**src/rtl/wdog_pkg.sv**
```systemverilog
// Shared constants for the watchdog timer: register map, CTRL bit
// positions and the default unlock key.
package wdog_pkg;

  localparam logic [3:0] WDOG_LOAD     = 4'h0;
  localparam logic [3:0] WDOG_VALUE    = 4'h1;
  localparam logic [3:0] WDOG_CTRL     = 4'h2;
  localparam logic [3:0] WDOG_INTCLR   = 4'h3;
  localparam logic [3:0] WDOG_RIS      = 4'h4;
  localparam logic [3:0] WDOG_MIS      = 4'h5;
  localparam logic [3:0] WDOG_PRESCALE = 4'h6;
  localparam logic [3:0] WDOG_LOCK     = 4'h7;

  localparam int CTRL_INTEN = 0;
  localparam int CTRL_RESEN = 1;

  localparam logic [31:0] DEFAULT_LOCK_KEY = 32'h1ACCE551;

endpackage

```
**src/rtl/wdog_prescaler.sv**
```systemverilog
// Prescale counter: produces a one-cycle tick every prescale+1 cycles
// while enabled; held at zero while disabled or cleared.
module wdog_prescaler #(
  parameter int PRE_WIDTH = 8
) (
  input  logic                 clk,
  input  logic                 rst_n,
  input  logic                 en,
  input  logic                 clr,
  input  logic [PRE_WIDTH-1:0] prescale,
  output logic                 tick
);

  logic [PRE_WIDTH-1:0] pcnt;

  // The tick must be seen in the same cycle the counter matches, so it
  // is decoded directly from the counter state.
  assign tick = en & (pcnt == prescale);

  // Prescale counter: wraps to zero on a tick, clear or disable.
  always_ff @(posedge clk or negedge rst_n) begin
    if (!rst_n) begin
      pcnt <= {PRE_WIDTH{1'b0}};
    end else if (clr || !en || tick) begin
      pcnt <= {PRE_WIDTH{1'b0}};
    end else begin
      pcnt <= pcnt + PRE_WIDTH'(1);
    end
  end

endmodule

```
**src/rtl/wdog_timer.sv**
```systemverilog
// Watchdog timer: register file, down-counter engine and read mux.
// First timeout raises RIS (WDOGINT when enabled); an unserviced second
// timeout with RESEN set raises the sticky WDOGRES.
module wdog_timer
  import wdog_pkg::*;
#(
  parameter int                   CNT_WIDTH  = 32,
  parameter int                   PRE_WIDTH  = 8,
  parameter logic [31:0]          LOCK_KEY   = DEFAULT_LOCK_KEY,
  parameter logic [CNT_WIDTH-1:0] RESET_LOAD = {CNT_WIDTH{1'b1}}
) (
  input  logic        CLK,
  input  logic        RESETn,
  input  logic [3:0]  ADDR,
  input  logic        WRITE,
  input  logic [31:0] WDATA,
  output logic [31:0] RDATA,
  input  logic        KICK,
  output logic        WDOGINT,
  output logic        WDOGRES
);

  logic [CNT_WIDTH-1:0] load;
  logic [CNT_WIDTH-1:0] count;
  logic [1:0]           ctrl;
  logic [PRE_WIDTH-1:0] prescale;
  logic                 ris;
  logic                 locked;

  logic wr_load, wr_ctrl, wr_intclr, wr_pre, wr_lock;
  logic inten, resen, service, inten_rise, tick, timeout, pre_clr;

  // Write decode; LOCK is the only register that ignores the lock.
  assign wr_load   = WRITE & (ADDR == WDOG_LOAD)     & ~locked;
  assign wr_ctrl   = WRITE & (ADDR == WDOG_CTRL)     & ~locked;
  assign wr_intclr = WRITE & (ADDR == WDOG_INTCLR)   & ~locked;
  assign wr_pre    = WRITE & (ADDR == WDOG_PRESCALE) & ~locked;
  assign wr_lock   = WRITE & (ADDR == WDOG_LOCK);

  assign inten      = ctrl[CTRL_INTEN];
  assign resen      = ctrl[CTRL_RESEN];
  // KICK behaves exactly like an INTCLR write but bypasses the lock.
  assign service    = KICK | wr_intclr;
  assign inten_rise = wr_ctrl & WDATA[CTRL_INTEN] & ~inten;
  assign pre_clr    = wr_load | service | inten_rise;
  // A service or LOAD write in the same cycle swallows the timeout.
  assign timeout    = tick & (count == {CNT_WIDTH{1'b0}}) & ~service & ~wr_load;

  assign WDOGINT = ris & inten;

  wdog_prescaler #(
    .PRE_WIDTH (PRE_WIDTH)
  ) u_prescaler (
    .clk      (CLK),
    .rst_n    (RESETn),
    .en       (inten),
    .clr      (pre_clr),
    .prescale (prescale),
    .tick     (tick)
  );

  // Programmable registers: LOAD, CTRL, PRESCALE and the lock flag.
  always_ff @(posedge CLK or negedge RESETn) begin
    if (!RESETn) begin
      load     <= RESET_LOAD;
      ctrl     <= 2'b00;
      prescale <= {PRE_WIDTH{1'b0}};
      locked   <= 1'b0;
    end else begin
      if (wr_load) load     <= WDATA[CNT_WIDTH-1:0];
      if (wr_ctrl) ctrl     <= WDATA[1:0];
      if (wr_pre)  prescale <= WDATA[PRE_WIDTH-1:0];
      if (wr_lock) locked   <= (WDATA != LOCK_KEY);
    end
  end

  // Down-counter: LOAD write wins, then service/enable reload, then tick.
  always_ff @(posedge CLK or negedge RESETn) begin
    if (!RESETn) begin
      count <= RESET_LOAD;
    end else if (wr_load) begin
      count <= WDATA[CNT_WIDTH-1:0];
    end else if (service || inten_rise) begin
      count <= load;
    end else if (tick) begin
      count <= (count == {CNT_WIDTH{1'b0}}) ? load : (count - CNT_WIDTH'(1));
    end
  end

  // Raw interrupt and sticky reset request, both set on the timeout edge.
  always_ff @(posedge CLK or negedge RESETn) begin
    if (!RESETn) begin
      ris     <= 1'b0;
      WDOGRES <= 1'b0;
    end else begin
      if (service) begin
        ris <= 1'b0;
      end else if (timeout) begin
        ris <= 1'b1;
      end
      if (timeout && ris && resen) begin
        WDOGRES <= 1'b1;
      end
    end
  end

  // Read mux, zero-extended to the bus width.
  always_comb begin
    RDATA = 32'h0000_0000;
    case (ADDR)
      WDOG_LOAD:     RDATA = 32'(load);
      WDOG_VALUE:    RDATA = 32'(count);
      WDOG_CTRL:     RDATA = {30'd0, ctrl};
      WDOG_INTCLR:   RDATA = 32'h0000_0000;
      WDOG_RIS:      RDATA = {31'd0, ris};
      WDOG_MIS:      RDATA = {31'd0, WDOGINT};
      WDOG_PRESCALE: RDATA = 32'(prescale);
      WDOG_LOCK:     RDATA = {31'd0, locked};
      default:       RDATA = 32'h0000_0000;
    endcase
  end

endmodule

```
**config.mk**
```make
export PLATFORM = sky130hd
export DESIGN_NAME = wdog_timer
export DESIGN_NICKNAME = d
export VERILOG_FILES = /design/src/rtl/wdog_pkg.sv /design/src/rtl/wdog_prescaler.sv /design/src/rtl/wdog_timer.sv
export SDC_FILE = /design/constraint.sdc
export NUM_CORES = 1
export LEC_CHECK = 0
export BUFFER_PORTS_ARGS = -buffer_cell sky130_fd_sc_hd__clkbuf_2
export CAP_MARGIN = 10
export CORE_MARGIN = 4
export CORE_UTILIZATION = 30
export DETAILED_ROUTE_END_ITERATION = 10
export HOLD_SLACK_MARGIN = 0.02
export SETUP_SLACK_MARGIN = 0.5
export SLEW_MARGIN = 15
export SYNTH_ARGS = -nofsm -noshare
export SYNTH_HDL_FRONTEND = slang
export SYNTH_SLANG_ARGS = --single-unit
```
**constraint.sdc**
```tcl
create_clock -name CLK -period 5 [get_ports CLK]
set_input_delay 0 -clock CLK [delete_from_list [all_inputs] [get_ports CLK]]
set_output_delay 0 -clock CLK [all_outputs]
set_load 0.005 [all_outputs]
```
==> flow_metrics.env <==
export IMPL_outcome="finished clean"
export IMPL_rsz0062_at_grt="false"
export IMPL_slowest_delay_ns=0.59
export IMPL_detail_route_vias_per_cell=5.41
export IMPL_grt_pass1_vias=4811
export IMPL_grt_use_met2=0.257
export IMPL_relSlewSlack=0.523
export IMPL_place_congestion=0.863
export IMPL_overflow=0
export IMPL_routedWlPerCell_um=18.2
export IMPL_arrival_ns=3.34
export IMPL_fp_coreArea_um2=16600
export IMPL_h_tree_depth=3
export IMPL_n_antenna_cell=0
export IMPL_placed_cells=848
export IMPL_die_h_um=138
export IMPL_grt_usage=0.173
export IMPL_drt_pass1_iterations=6
export IMPL_drv_slew=0
export IMPL_drtIter0Drc=439
export IMPL_drive_gt1_frac=0.272
export IMPL_ys_types=67
export IMPL_min_from="ADDR[1]"
export IMPL_place_ws_ns=1.94
export IMPL_start_util=0.306
export IMPL_ant_nets=0
export IMPL_ys_flop_type="dfstp_2"
export IMPL_final_setup_worst_slack_ns=1.92
export IMPL_reg2reg_setup_slack_ns=1.92
export IMPL_fin_crit_ns=3.08
export IMPL_crit_type="flop to flop"
export IMPL_clock_path_buffers=2
export IMPL_busiest_layer="met2"
export IMPL_grt_start_max_net_pins=49
export IMPL_area_delta_synth_final_pct=23.4
export IMPL_num_fill_cells=1742
export IMPL_clock_latency_ns=0.35
export IMPL_ys_seq_elements=85
export IMPL_tritoncts="yes"
export IMPL_drv_cap=0
export IMPL_setup_tns_ns=0
export IMPL_worstMarginPinSlew_ns=0.712
export IMPL_die_area_um2=19100
export IMPL_hpwlAfterDp_mm=11.4
export IMPL_die_w_um=138
export IMPL_fin_skew_ns=0.00714
export IMPL_yosysSeqAreaShare=0.435
export IMPL_synthesis_area_um2=5070
export IMPL_syn_nets=623
export IMPL_finalNonFillerCells=899
export IMPL_endpoint_kind="flop"
export IMPL_synth_edff_count=0
export IMPL_hold_viol=0
export IMPL_ioPinCount=74
export IMPL_clk_pin_slew_worst_paths_ns=0.07
export IMPL_cp_start_kind="flop"
export IMPL_syn_instance_count=580
export IMPL_fmax_ghz=0.325
export IMPL_required_ns=5.27
export IMPL_power_density_nw_per_um2=362
export IMPL_p_leak_nw=2.67
export IMPL_holdPathStages=3
export IMPL_drc=0
export IMPL_fp_row_count=47
export IMPL_grt_met3_usage=0.0338
export IMPL_layout_common_cells="129 x nand2_1, 72 x clkbuf_2, 64 x dfstp_2, 49 x nor2_1, 35 x dlygate4sd3_1"
export IMPL_cts_root_buf="clkbuf_16"
export IMPL_path_max_fanout=8
export IMPL_portBuffers=73
export IMPL_cts_sinks=85
export IMPL_r2r_end="count[29]"
export IMPL_use_met1=0.254
export IMPL_setup_violations=0
export IMPL_slowest_stage="nor4_1"
export IMPL_final_util=0.377
export IMPL_synth_warnings=0
export IMPL_cts_setup_buffers=0
export IMPL_numCtsBuffers=9
export IMPL_antenna_found_initial=0
export IMPL_holdPathEnd="locked"
export IMPL_grt_pass1_wl_mm=26.9
export IMPL_ir_worst_vdd_mv=0.154
export IMPL_fin_nets=717
export IMPL_worstPathCellList="nor4_1 -> nand4_1 -> or2_2 -> nor3_1 -> nor4b_1 -> a221oi_1 -> o21ai_0"
export IMPL_synthArstFlopShare=1.00
export IMPL_totalPowerFinal_mw=2.27
export IMPL_reg2regPathDepth=7
export IMPL_final_common_cell="nand2_1"
export IMPL_vias=4863
export IMPL_reg2reg_from="count[8]"
export IMPL_fin_crit_sh=0.615
export IMPL_wl_mm=16.4
export IMPL_hp_class="input port to flop"
export IMPL_syn_avg_cell_area_um2=8.75
[flip-flops by register name (all words and copies together), names as in the netlist]
signal and cells:
WDOGRES 1, prescale 8, ctrl 2, ris 1
u_prescaler.pcnt 8, load 32, count 32, locked 1
[how the worst max path moves through the flow]
stage              start        end  slack (ns)
6_report        count[8]  count[29]        1.92
5_1_grt         count[8]  count[29]        1.68
4_1_cts         count[8]  count[29]        1.94
3_5_place_dp    count[8]  count[29]        1.94
3_3_place_gp   count[25]  count[19]        2.07
2_1_floorplan  count[25]   count[0]        2.46
[critical path: cells and delay by family, from the launching register on]
kind            cells  cell delay (ns)
simple gates        5             2.30
flops               1             0.40
compound gates      2             0.31
[cell usage after synthesis, types with 10 or more instances]
cell type  count  share of area
nand2_1      129          0.095
dfstp_2       64           0.33
nor2_1        49          0.036
a22o_1        26          0.045
clkbuf_1      24          0.018
dfrtp_1       21           0.10
nand3_1       21          0.021
o21ai_0       21          0.021
a21oi_1       16          0.016
a31oi_1       16          0.020
nor3_1        14          0.014
xnor2_1       12          0.021
inv_1         11         0.0081
mux2_2        11          0.024
xor2_1        10          0.017
[cell families (layout without fill, tap and decap cells)]
kind of cell	Yosys count	after routing	share of synthesized area
AND/OR/NAND/NOR	276	276	0.256
AO/OA/AOI/OAI	138	138	0.200
flip-flops	85	85	0.435
buffers and inverters	44	143	0.0368
XOR/XNOR	22	22	0.0380
multiplexers	12	12	0.0264
adder cells (fa/ha/maj)	3	3	0.00740
[stage by stage]
step                cell area [um^2]  hold WS [ns]
finish                          6260         0.101
global route                    6260         0.124
CTS                             6260        0.0911
detailed placement              5650        0.0331
global placement                5650        0.0344
floorplan                       5070        -0.296
[metal layers]
| layer | wire (um) | vias to the layer above |
|---|---|---|
| li1 | - | 2295 |
| met1 | 7900 | 2398 |
| met2 | 7340 | 140 |
| met3 | 778 | 30 |
| met4 | 359 | 0 |
| met5 | 0 | - |
[what timing repair did]
action                    4_1_cts  5_1_grt
hold buffers                   35        0
hold endpoints to repair       75        0
resized for setup               0        0
[report_power, final]
group	internal [mW]	leakage, nW	switching (mW)	total [mW]
logic	0.240	1.60	0.296	0.536
clock network	0.334	0.129	0.281	0.615
registers	0.940	0.944	0.177	1.12
[area by class of cell]
class                           instances  area [um^2]  area share
Clock buffer                           11          233      0.0372
Clock inverter                          5         27.5     0.00440
Inverter                               11         41.3     0.00660
Multi-Input combinational cell        451         2700       0.431
Sequential cell                        85         2210       0.353
Tap cell                              220          275      0.0440
Timing Repair Buffer                  116          778       0.124
Power figures use the tool's default switching activity.
